File: src/rtl/stack_mem_ctrl_if.sv
// Request/response and stack-memory signal bundle for stack_mem_ctrl.
// slave  : controller view (takes requests, drives responses and memory address/write).
// master : environment view (datapath issuing requests plus the data memory).
interface stack_mem_ctrl_if;
    // request channel
    logic        req_valid;
    logic [1:0]  req_op;
    logic [15:0] req_wdata;
    logic        req_ready;
    // response channel (no backpressure)
    logic        rsp_valid;
    logic [15:0] rsp_top;
    logic [15:0] rsp_second;
    logic        err_ovf;
    logic        err_unf;
    logic [14:0] depth;
    // data memory port
    logic [15:0] mem_addr;
    logic [15:0] mem_din;
    logic        mem_wea;
    logic [15:0] mem_douta;
    logic [15:0] mem_doutb;

    modport slave (
        input  req_valid, req_op, req_wdata, mem_douta, mem_doutb,
        output req_ready, rsp_valid, rsp_top, rsp_second, err_ovf, err_unf,
               depth, mem_addr, mem_din, mem_wea
    );

    modport master (
        output req_valid, req_op, req_wdata, mem_douta, mem_doutb,
        input  req_ready, rsp_valid, rsp_top, rsp_second, err_ovf, err_unf,
               depth, mem_addr, mem_din, mem_wea
    );
endinterface

File: src/rtl/stack_mem_ctrl.sv
// Stack controller: owns sp/depth, drives the stack memory port, returns top two words.
// Latency: PUSH and rejected ops respond 1 cycle after accept, POP/POP2/PEEK2 after 2.
// Backpressure: req_ready only in IDLE (one op in flight); responses cannot be stalled.
//
// Ports: clk, reset (async, active-high); bus (stack_mem_ctrl_if.slave) carries
//   req_valid/req_op/req_wdata/req_ready, rsp_valid/rsp_top/rsp_second, err_ovf/err_unf,
//   depth, mem_addr/mem_din/mem_wea and mem_douta/mem_doutb (word at addr / addr-1).
// Build option: define STACK_MEM_CTRL_STICKY_ERR_EN to make err_ovf/err_unf hold until reset.
module stack_mem_ctrl #(
    parameter logic [15:0] STACK_BASE = 16'h0000,
    parameter int          DEPTH      = 16384
) (
    input  logic          clk,
    input  logic          reset,
    stack_mem_ctrl_if.slave bus
);

    typedef enum logic [2:0] {
        S_IDLE  = 3'd0,
        S_WRITE = 3'd1,
        S_READ  = 3'd2,
        S_RESP  = 3'd3,
        S_ERR   = 3'd4
    } state_t;

    typedef enum logic [1:0] {
        OP_PUSH  = 2'b00,
        OP_POP   = 2'b01,
        OP_POP2  = 2'b10,
        OP_PEEK2 = 2'b11
    } op_t;

`ifdef STACK_MEM_CTRL_STICKY_ERR_EN
    localparam bit STICKY_ERR = 1'b1;
`else
    localparam bit STICKY_ERR = 1'b0;
`endif

    // Empty stack points one below the base slot (wraps to 14'h3FFF at base 0).
    localparam logic [13:0] SP_RESET  = STACK_BASE[13:0] - 14'd1;
    localparam logic [14:0] DEPTH_MAX = 15'(DEPTH);

    state_t      state_q;
    op_t         op_q;
    logic [13:0] sp_q;
    logic [14:0] depth_q;
    logic        req_ready_q;
    logic        rsp_valid_q;
    logic [15:0] rsp_top_q;
    logic [15:0] rsp_second_q;
    logic        err_ovf_q;
    logic        err_unf_q;
    logic [13:0] mem_addr_q;
    logic [15:0] mem_din_q;
    logic        mem_wea_q;

    op_t         req_op_d;
    logic        accept_d;
    logic        overflow_d;
    logic        underflow_d;
    logic [13:0] sp_inc_d;
    logic [14:0] depth_inc_d;
    logic [13:0] sp_pop_d;
    logic [14:0] depth_pop_d;

    always_comb begin
        req_op_d    = op_t'(bus.req_op);
        accept_d    = bus.req_valid & req_ready_q;
        overflow_d  = (req_op_d == OP_PUSH) && (depth_q == DEPTH_MAX);
        underflow_d = ((req_op_d == OP_POP) && (depth_q == 15'd0)) ||
                      (((req_op_d == OP_POP2) || (req_op_d == OP_PEEK2)) && (depth_q < 15'd2));
        sp_inc_d    = sp_q + 14'd1;
        depth_inc_d = depth_q + 15'd1;
        // Post-read pointer/count: PEEK2 leaves the stack untouched.
        sp_pop_d    = sp_q;
        depth_pop_d = depth_q;
        case (op_q)
            OP_POP: begin
                sp_pop_d    = sp_q - 14'd1;
                depth_pop_d = depth_q - 15'd1;
            end
            OP_POP2: begin
                sp_pop_d    = sp_q - 14'd2;
                depth_pop_d = depth_q - 15'd2;
            end
            default: ;
        endcase
    end

    always_ff @(posedge clk or posedge reset) begin
        if (reset) begin
            state_q      <= S_IDLE;
            op_q         <= OP_PUSH;
            sp_q         <= SP_RESET;
            depth_q      <= 15'd0;
            req_ready_q  <= 1'b1;
            rsp_valid_q  <= 1'b0;
            rsp_top_q    <= 16'd0;
            rsp_second_q <= 16'd0;
            err_ovf_q    <= 1'b0;
            err_unf_q    <= 1'b0;
            mem_addr_q   <= SP_RESET;
            mem_din_q    <= 16'd0;
            mem_wea_q    <= 1'b0;
        end else begin
            case (state_q)
                S_IDLE: begin
                    rsp_valid_q <= 1'b0;
                    mem_wea_q   <= 1'b0;
                    mem_addr_q  <= sp_q;
                    if (accept_d) begin
                        op_q        <= req_op_d;
                        req_ready_q <= 1'b0;
                        if (overflow_d || underflow_d) begin
                            // Rejected: flag only, memory and pointers untouched.
                            state_q      <= S_ERR;
                            rsp_valid_q  <= 1'b1;
                            rsp_top_q    <= 16'd0;
                            rsp_second_q <= 16'd0;
                            err_ovf_q    <= overflow_d  | (STICKY_ERR & err_ovf_q);
                            err_unf_q    <= underflow_d | (STICKY_ERR & err_unf_q);
                        end else if (req_op_d == OP_PUSH) begin
                            // Write strobe and response both land in the WRITE cycle.
                            state_q      <= S_WRITE;
                            rsp_valid_q  <= 1'b1;
                            rsp_top_q    <= 16'd0;
                            rsp_second_q <= 16'd0;
                            mem_addr_q   <= sp_inc_d;
                            mem_din_q    <= bus.req_wdata;
                            mem_wea_q    <= 1'b1;
                        end else begin
                            state_q <= S_READ;
                        end
                    end
                end

                S_WRITE: begin
                    state_q     <= S_IDLE;
                    sp_q        <= sp_inc_d;
                    depth_q     <= depth_inc_d;
                    mem_addr_q  <= sp_inc_d;
                    mem_wea_q   <= 1'b0;
                    rsp_valid_q <= 1'b0;
                    req_ready_q <= 1'b1;
                end

                S_READ: begin
                    // Address was already sp; memory output is valid next cycle.
                    state_q     <= S_RESP;
                    rsp_valid_q <= 1'b1;
                end

                S_RESP: begin
                    // Keep the returned words visible until the next response.
                    state_q      <= S_IDLE;
                    rsp_valid_q  <= 1'b0;
                    rsp_top_q    <= bus.mem_douta;
                    rsp_second_q <= (op_q == OP_POP) ? 16'd0 : bus.mem_doutb;
                    sp_q         <= sp_pop_d;
                    depth_q      <= depth_pop_d;
                    mem_addr_q   <= sp_pop_d;
                    req_ready_q  <= 1'b1;
                end

                S_ERR: begin
                    state_q     <= S_IDLE;
                    rsp_valid_q <= 1'b0;
                    req_ready_q <= 1'b1;
                    if (!STICKY_ERR) begin
                        err_ovf_q <= 1'b0;
                        err_unf_q <= 1'b0;
                    end
                end

                default: begin
                    state_q     <= S_IDLE;
                    rsp_valid_q <= 1'b0;
                    mem_wea_q   <= 1'b0;
                    req_ready_q <= 1'b1;
                end
            endcase
        end
    end

    // In RESP the memory words are passed straight through; afterwards the
    // captured copies hold the response data.
    always_comb begin
        bus.rsp_top    = rsp_top_q;
        bus.rsp_second = rsp_second_q;
        if (state_q == S_RESP) begin
            bus.rsp_top    = bus.mem_douta;
            bus.rsp_second = (op_q == OP_POP) ? 16'd0 : bus.mem_doutb;
        end
    end

    assign bus.req_ready = req_ready_q;
    assign bus.rsp_valid = rsp_valid_q;
    assign bus.err_ovf   = err_ovf_q;
    assign bus.err_unf   = err_unf_q;
    assign bus.depth     = depth_q;
    assign bus.mem_addr  = {2'b00, mem_addr_q};
    assign bus.mem_din   = mem_din_q;
    assign bus.mem_wea   = mem_wea_q;

endmodule

File: src/flat_wrapper.sv
// flat-port wrapper written by rule: the top's interface ports become plain ports
module stack_mem_ctrl_flat 
#(
    parameter logic [15:0] STACK_BASE = 16'h0000,
    parameter int          DEPTH      = 16384
)
  (clk, reset, bus_req_valid, bus_req_op, bus_req_wdata, bus_mem_douta, bus_mem_doutb, bus_req_ready, bus_rsp_valid, bus_rsp_top, bus_rsp_second, bus_err_ovf, bus_err_unf, bus_depth, bus_mem_addr, bus_mem_din, bus_mem_wea);
  stack_mem_ctrl_if bus_i ();
  input  logic clk;
  input  logic reset;
  input wire logic [$bits(bus_i.req_valid)-1:0] bus_req_valid;
  input wire logic [$bits(bus_i.req_op)-1:0] bus_req_op;
  input wire logic [$bits(bus_i.req_wdata)-1:0] bus_req_wdata;
  input wire logic [$bits(bus_i.mem_douta)-1:0] bus_mem_douta;
  input wire logic [$bits(bus_i.mem_doutb)-1:0] bus_mem_doutb;
  output wire logic [$bits(bus_i.req_ready)-1:0] bus_req_ready;
  output wire logic [$bits(bus_i.rsp_valid)-1:0] bus_rsp_valid;
  output wire logic [$bits(bus_i.rsp_top)-1:0] bus_rsp_top;
  output wire logic [$bits(bus_i.rsp_second)-1:0] bus_rsp_second;
  output wire logic [$bits(bus_i.err_ovf)-1:0] bus_err_ovf;
  output wire logic [$bits(bus_i.err_unf)-1:0] bus_err_unf;
  output wire logic [$bits(bus_i.depth)-1:0] bus_depth;
  output wire logic [$bits(bus_i.mem_addr)-1:0] bus_mem_addr;
  output wire logic [$bits(bus_i.mem_din)-1:0] bus_mem_din;
  output wire logic [$bits(bus_i.mem_wea)-1:0] bus_mem_wea;
  assign bus_i.req_valid = bus_req_valid;
  assign bus_i.req_op = bus_req_op;
  assign bus_i.req_wdata = bus_req_wdata;
  assign bus_i.mem_douta = bus_mem_douta;
  assign bus_i.mem_doutb = bus_mem_doutb;
  assign bus_req_ready = bus_i.req_ready;
  assign bus_rsp_valid = bus_i.rsp_valid;
  assign bus_rsp_top = bus_i.rsp_top;
  assign bus_rsp_second = bus_i.rsp_second;
  assign bus_err_ovf = bus_i.err_ovf;
  assign bus_err_unf = bus_i.err_unf;
  assign bus_depth = bus_i.depth;
  assign bus_mem_addr = bus_i.mem_addr;
  assign bus_mem_din = bus_i.mem_din;
  assign bus_mem_wea = bus_i.mem_wea;
  stack_mem_ctrl #(.STACK_BASE(STACK_BASE), .DEPTH(DEPTH)) u_core (.clk(clk), .reset(reset), .bus(bus_i));
endmodule
File: config.mk
export PLATFORM = sky130hd
export DESIGN_NAME = stack_mem_ctrl_flat
export DESIGN_NICKNAME = d
export VERILOG_FILES = /design/src/rtl/stack_mem_ctrl_if.sv /design/src/rtl/stack_mem_ctrl.sv /design/src/flat_wrapper.sv
export SDC_FILE = /design/constraint.sdc
export NUM_CORES = 1
export LEC_CHECK = 0
export ABC_CLOCK_PERIOD_IN_PS = 9600
export CAP_MARGIN = 30
export CORE_ASPECT_RATIO = 1.25
export CORE_MARGIN = 8
export CORE_UTILIZATION = 30
export CTS_CLUSTER_DIAMETER = 120
export DETAILED_ROUTE_END_ITERATION = 7
export PLACE_DENSITY = 0.51
export SYNTH_ARGS = -nofsm -noshare
export SYNTH_HDL_FRONTEND = slang
export SYNTH_SLANG_ARGS = --single-unit
File: constraint.sdc
create_clock -name clk -period 9.6 [get_ports clk]
set_clock_uncertainty 0.15 [all_clocks]
set_input_delay 1.92 -clock clk [delete_from_list [all_inputs] [get_ports clk]]
set_output_delay 1.92 -clock clk [all_outputs]
set_load 0.02 [all_outputs]
==> summary.txt, run 1 <==
Clocking
  – H-tree levels: 3
  – CTS sink cnt: around 100
  – Clk_lat worst skew: about 370 ps
  – # Post-CTS Setup Buffers: 0
  – Clock Path Buffers: 2
  – Root Buffer: clkbuf_16
  – Clock transition at the registers of the reported paths: 90 ps
  – CTS hold repair buffers: 0
  – Post-CTS sizing: 0
  – TritonCTS clock tree: built
  – Number of CTS-inserted buffers: 9

Detailed routing
  – Antenna Violating Nets Remaining: 0
  – DR iter-0 viols: between 500 and 600
  – Vias per cell: 5.473
  – Routed WL: approximately 22000 um
  – Drt drc: 0
  – Drt pass-1 iters: 5
  – Routed len/inst: ~20 um
  – DR vias: approximately 6000

Global routing
  – Vias in the first global route: 6061
  – Initial antenna violation count: 0
  – Total track usage: 0.1608
  – Global-route wire length before repair: about 35000 um
  – Overflow after GRT: 0
  – Pin count of the biggest net entering global routing: 62

Critical path
  – Kind of critical path: reg2out
  – FF-to-FF path depth: 6
  – Worst path slowest cell: dfrtp_1
  – Worst R2R Setup Slack: between 6000 and 7000 ps
  – Critical-path maximum fanout: between 40 and 50
  – Data arrival, critical path: ~3200 ps
  – CP peak stage delay: between 700 and 800 ps
  – CP cell instances: nand3b_2 -> buf_4 -> nor2_2 -> buf_6 -> a22o_1 -> clkdlybuf4s50_1
  – Crit end category: output port
  – CP Launch Type: flop
  – Crit path required time: between 7000 and 8000 ps

Timing
  – Worst-Margin Slew: 967.9 ps
  – Final hold vios: 0
  – Post-route minimum period: 5300 ps
  – # setup viols final: 0
  – Fmax: approximately 0.19 GHz
  – Slew Limit Fails: 0
  – RSZ-0062 raised after global routing: no
  – Slew headroom: 0.3547
  – WHS: 327.9 ps
  – Total negative slack: 0 ps
  – Part of the cycle the worst path needs: 0.5520

Floorplan
  – Die footprint: around 27000 um2
  – Die H: around 180 um
  – Starting Density: 0.3038
  – # IOs: around 140
  – Core area: 21470 um2
  – Die W: 147.9 um
  – Row count: 60

Power
  – PwrDens: 342.8 nW/um2
  – Peak supply drop: roughly 0.00015 V
  – Clk network pwr share: 0.140
  – Flop pwr share: 0.310
  – Internal power: 1.513 mW
  – Switching Share: 0.4667
  – Power share of the combinational group: 0.551
  – Leak Pwr: roughly 3.2 nW
  – Sw Pwr: 1.324 mW

Yosys
  – Post-synth ARST share: 1.000
  – Synth top area share: 0.2762
  – Sequential fraction of the synthesis area: 0.3930
  – Commonest cells in the netlist: nand2_1, dfrtp_1, a22o_1, nor2_1, o21ai_0
  – Area of the mapped netlist: 6524 um2
  – Yosys warning count: 0
  – Synth unique cells: 78
  – Top post-synthesis cells by area: dfrtp_1, dfstp_2, a22o_1, nand2_1, o21ai_0
  – Top_reg_cell synth: dfrtp_1
  – Most frequent cell after synthesis: nand2_1
  – Post-synth top area cell: dfrtp_1
  – #FFs+latches synth: between 100 and 150
  – Cells after synthesis: 721
  – Avg Cell Area, Syn: about 9.0 um2
  – EDFF count, synth: 0

Final layout
  – Fillers: ~2200
  – ANT cells: 0
  – Sequential standard cell area: around 2600 um2
  – Layout cells sized above 1: 0.1275
  – Post-layout instance area: 8277 um2
  – Area grow syn2layout: 26.87%
  – Area of the multi-input gates: around 3500 um2
  – Final net count: just under 900

Job
  – Max-cap violations: 0

Placed design
  – I/O Buffers: about 130
  – HPWL Detailed: between 15000 and 20000 um
  – Post-DP Area: 7955 um2
  – Routability cong.: 0.8477

Min path
  – WHS Path Cells: 2
  – Min-Delay Path Class: reg2reg

Status
  – Status: complete, no violations
kinds of logic (layout without fill, tap and decap cells):
kind of cell,after synthesis,count (layout),synth area share
other cells,1,2,0.0005748
buf+inv,87,181,0.06579
xor+xnor,23,23,0.03088
flops,101,101,0.3930
fa+ha+maj,13,13,0.02493
mux,20,20,0.03376
compound gates,212,212,0.2348
simple gates,264,264,0.2163
final timing paths:
check | from | to
worst max-delay path | u_core.state_q[0] | bus_rsp_second[5]
worst min-delay path | u_core.mem_addr_q[1] | u_core.mem_addr_q[1]
worst max register to register | u_core.sp_q[2] | u_core.mem_addr_q[13]
worst min register to register | u_core.mem_addr_q[1] | u_core.mem_addr_q[1]
max in group asynchronous | reset | u_core.bus.err_unf
min in group asynchronous | reset | u_core.rsp_second_q[1]
flip-flops by register name, summed over array words and instances (netlist names):
name                  count
u_core.rsp_second_q      16
u_core.bus.depth         15
u_core.mem_addr_q        14
u_core.bus.rsp_valid      1
u_core.bus.req_ready      1
u_core.op_q               2
u_core.rsp_top_q         16
u_core.sp_q              14
u_core.state_q            3
u_core.bus.mem_din       16
u_core.bus.mem_wea        1
u_core.bus.err_unf        1
u_core.bus.err_ovf        1
worst max-delay path, delay by kind of cell, from the launching register on:
| kind | cells | cell delay (ps) |
|---|---|---|
| flops | 1 | 790 |
| simple gates | 2 | 720 |
| compound gates | 1 | 140 |
| buf+inv | 3 | 1190 |
metrics by stage:
stage,instances,power [mW],utilization,setup WS (ps)
after CTS,1095,2.867,0.3855,4237
after global routing,1095,3.034,0.3855,3985
after detailed placement,1079,2.453,0.3705,4355
final,1095,2.838,0.3855,4300
after floorplan,722,1.848,-,4931
after global placement,1077,2.454,0.3695,4355
cell type report:
class,count,share of cell area
multi-input cells,534,0.4274
flip-flops and latches,101,0.3098
well taps,279,0.04218
clock inverters,7,0.01164
clock buffers,9,0.02721
repair buffers,144,0.1720
inverters,21,0.009826
layout by cell type, fill, tap and decap left out, types with 4 or more instances in the layout:
master	instances
mux2_2	16
o211ai_1	11
clkdlybuf4s50_1	134
a211oi_1	5
a21o_1	6
or2_2	6
nand2b_1	6
nor3_1	17
clkbuf_16	9
nand4_1	13
ha_1	13
a311oi_1	4
dfrtp_1	72
a221o_1	4
xor2_1	6
a31oi_1	12
nor2_1	43
or4_1	6
dfstp_2	29
nor4_1	15
o21ai_0	43
a21oi_1	29
nand3_1	25
mux2i_1	4
nand2_1	91
nor2b_1	4
xnor2_1	17
a22o_1	47
inv_1	20
o31ai_1	10
buf_4	8
or3_1	6
power groups by stage:
stage / sequential [mW] / combinational, mW / clock [mW]
floorplan: 0.864 / 0.984 / 0
global placement: 0.884 / 1.57 / 0
detailed placement: 0.878 / 1.57 / 0
CTS: 0.876 / 1.58 / 0.411
global route: 0.912 / 1.70 / 0.423
finish: 0.879 / 1.56 / 0.396
routing by layer:
layer	global-route usage	routed length (um)	vias to the layer above	share of wire
met5	0	0	-	0
met2	0.2634	10290	205	0.48
met1	0.1907	8874	2917	0.41
met3	0.05400	1751	37	0.081
li1	-	-	2834	-
met4	0.06092	617	0	0.029
No activity file was read; power rests on OpenSTA's default activity.
==> run 2, diff against run 1 <==
--- a/config.mk
+++ b/config.mk
@@ -5,7 +5,7 @@
 export SDC_FILE = /design/constraint.sdc
 export NUM_CORES = 1
 export LEC_CHECK = 0
-export ABC_CLOCK_PERIOD_IN_PS = 9600
+export ABC_CLOCK_PERIOD_IN_PS = 5540
 export CAP_MARGIN = 30
 export CORE_ASPECT_RATIO = 1.25
 export CORE_MARGIN = 8
==> constraint.sdc (replaced) <==
create_clock -name clk -period 5.54 [get_ports clk]
set_clock_uncertainty 0.15 [all_clocks]
set_input_delay 1.108 -clock clk [delete_from_list [all_inputs] [get_ports clk]]
set_output_delay 1.108 -clock clk [all_outputs]
set_load 0.02 [all_outputs]
==> run 2 against run 1 <==
Compared with the run above: critical path depth decreased by 1; total power increased by 72%; flip-flop and latch count unchanged; sequential share of layout area about the same; final cell count increased by 0.18%; clock-buffer cell count unchanged; core utilization about the same; register-to-register slack got worse by 4000 ps; non-clock buffer count increased by 2; worst hold slack got worse by 3.9 ps; critical path type unchanged; highest routed layer unchanged.
==> summary.txt, run 2 (synthesized netlist as in run 1, its figures left out) <==
Power
  – Leak Pwr: 3.226 nW (about the same)
  – Flop pwr share: 0.313 (+0.003)
  – Internal power: 2.609 mW (+72%)
  – Clk network pwr share: 0.133 (-0.007)
  – Sw Pwr: 2.262 mW (+71%)
  – Switching Share: 0.4643 (-0.002429)
  – PwrDens: 588.6 nW/um2 (+72%)
  – Power share of the combinational group: 0.554 (+0.003)
  – Peak supply drop: 0.0002574 V (+76%)

Placed design
  – Number of cells after detailed placement: 1081 (+0.19%)
  – Routability cong.: 0.9222 (+8.8%)
  – I/O Buffers: 134 (unchanged)
  – HPWL Detailed: 15120 um (-0.20%)
  – Post-DP Area: 7983 um2 (+0.35%)

Status
  – Status: complete, no violations

Clocking
  – Number of CTS-inserted buffers: 9 (unchanged)
  – Post-CTS sizing: 0 (unchanged)
  – Clock Path Buffers: 2 (unchanged)
  – Clock transition at the registers of the reported paths: 80 ps (about the same)
  – TritonCTS clock tree: built
  – # Post-CTS Setup Buffers: 0 (unchanged)
  – CTS hold repair buffers: 0 (unchanged)
  – Root Buffer: clkbuf_16
  – CTS sink cnt: 101 (unchanged)
  – Clk_lat worst skew: 360 ps (about the same)
  – H-tree levels: 3 (unchanged)

Critical path
  – Crit end category: output port
  – Reg2reg start: u_core.sp_q[2]
  – Data arrival, critical path: 2710 ps (-520 ps)
  – Critical-path maximum fanout: 46 (+2.2%)
  – Worst R2R Setup Slack: 2400 ps (-4000 ps)
  – Kind of critical path: reg2out
  – CP Launch Type: flop
  – FF-to-FF End: u_core.mem_addr_q[13]
  – Crit path required time: 4280 ps (-3250 ps)
  – FF-to-FF path depth: 6 (unchanged)

Floorplan
  – Row count: 60 (unchanged)
  – Die W: 147.9 um (unchanged)
  – # IOs: 137 (unchanged)
  – Starting Density: 0.3038 (unchanged)
  – Die H: 180.9 um (unchanged)
  – Die footprint: 26750 um2 (unchanged)
  – Core area: 21470 um2 (unchanged)

Final layout
  – Post-route insts no fill: 1097 (+0.18%)
  – Layout cells sized above 1: 0.1296 (+0.002133)
  – Commonest cells after routing, fill and taps aside: clkdlybuf4s50_1, nand2_1, dfrtp_1
  – Area grow syn2layout: 26.85% (about the same)
  – Most common cell after layout, fill and taps aside: clkdlybuf4s50_1
  – Fin util: 0.3854 (about the same)
  – Final net count: 879 (+0.23%)
  – ANT cells: 0 (unchanged)
  – Post-layout instance area: 8275 um2 (about the same)

Timing
  – Final hold vios: 0 (unchanged)
  – Slew headroom: 0.4846 (+0.1299)
  – Slew Limit Fails: 0 (unchanged)
  – Fmax: 0.2518 GHz
  – Worst-Margin Slew: 773.1 ps (-194.8 ps)
  – Total negative slack: 0 ps (unchanged)
  – Post-route minimum period: just under 4000 ps
  – RSZ-0062 raised after global routing: no
  – Part of the cycle the worst path needs: 0.7168
  – # setup viols final: 0 (unchanged)

Global routing
  – Overflow after GRT: 0 (unchanged)
  – Vias in the first global route: 5969 (-1.5%)
  – Initial antenna violation count: 0 (unchanged)
  – Pin count of the biggest net entering global routing: 57 (-8.1%)
  – Global-route wire length before repair: 34670 um (-0.32%)
  – Total track usage: 0.1614 (+0.0005695)

Detailed routing
  – Antenna Violating Nets Remaining: 0 (unchanged)
  – Routed len/inst: 19.58 um (-0.43%)
  – DR iter-0 viols: 501 (-3.7%)
  – Routed WL: 21480 um (-0.25%)
  – DR vias: 5966 (-0.45%)
  – Drt pass-1 iters: 6 (+1)
  – Drt drc: 0 (unchanged)
  – Vias per cell: 5.438 (-0.63%)

Job
  – Max-cap violations: 0 (unchanged)

Min path
  – WHS Endpoint: u_core.mem_addr_q[1]
  – WHS Path Cells: 2 (unchanged)
  – Min-Delay Path Class: reg2reg
  – Hold_sp: u_core.mem_addr_q[1]
-- run 2: area by class of cell --
| type | instances | area [um2] |
|---|---|---|
| Sequential cell | 101 | 2564 |
| Clock buffer | 9 | 225.2 |
| Clock inverter | 7 | 67.56 |
| Timing Repair Buffer | 146 | 1451 |
| Multi-Input combinational cell | 534 | 3537 |
| Inverter | 21 | 81.33 |
| Tap cell | 279 | 349.1 |
| Fill cell | 2218 | 13200 |
-- run 2: metal layers --
metal  up-vias  GRT usage  part of all wire
met2       183     0.2706              0.49
met5         -          0                 0
met4         0    0.04293             0.014
li1       2861          -                 -
met3        20    0.04850             0.069
met1      2902     0.1965              0.42
-- run 2: metrics by stage --
stage / hold WS (ps) / setup slack [ps] / total power [mW]
after CTS: 329.2 / 1573 / 4.920
after global routing: 350.7 / 1433 / 5.233
final: 323.9 / 1569 / 4.871
after global placement: 320.1 / 1903 / 4.252
after detailed placement: 317.8 / 1913 / 4.247
after floorplan: 315.9 / 1683 / 3.203
-- run 2: critical path, stage by stage (launching register included) --
cell             delay, ps
dfrtp_1                800
and3b_1                260
buf_4                  430
nand2_1                100
nand2_1                 90
clkdlybuf4s50_1        640
-- run 2: power by group through the flow --
stage | clock (mW) | sequential, mW | combinational [mW]
2_1_floorplan | 0 | 1.50 | 1.70
3_3_place_gp | 0 | 1.54 | 2.72
3_5_place_dp | 0 | 1.53 | 2.72
4_1_cts | 0.666 | 1.52 | 2.73
5_1_grt | 0.703 | 1.59 | 2.94
6_report | 0.647 | 1.53 | 2.70
-- run 2: worst max path at each step --
stage               depth (start not counted)                  end         startpoint  slack, ps
global placement                            3    bus_rsp_second[8]   bus_mem_doutb[8]       1900
finish                                      5       bus_rsp_top[5]  u_core.state_q[0]       1570
detailed placement                          4       bus_rsp_top[5]   bus_mem_douta[5]       1910
global route                                5       bus_rsp_top[4]  u_core.state_q[0]       1430
CTS                                         5       bus_rsp_top[5]  u_core.state_q[0]       1570
floorplan                                   1  u_core.bus.depth[0]              reset       1680
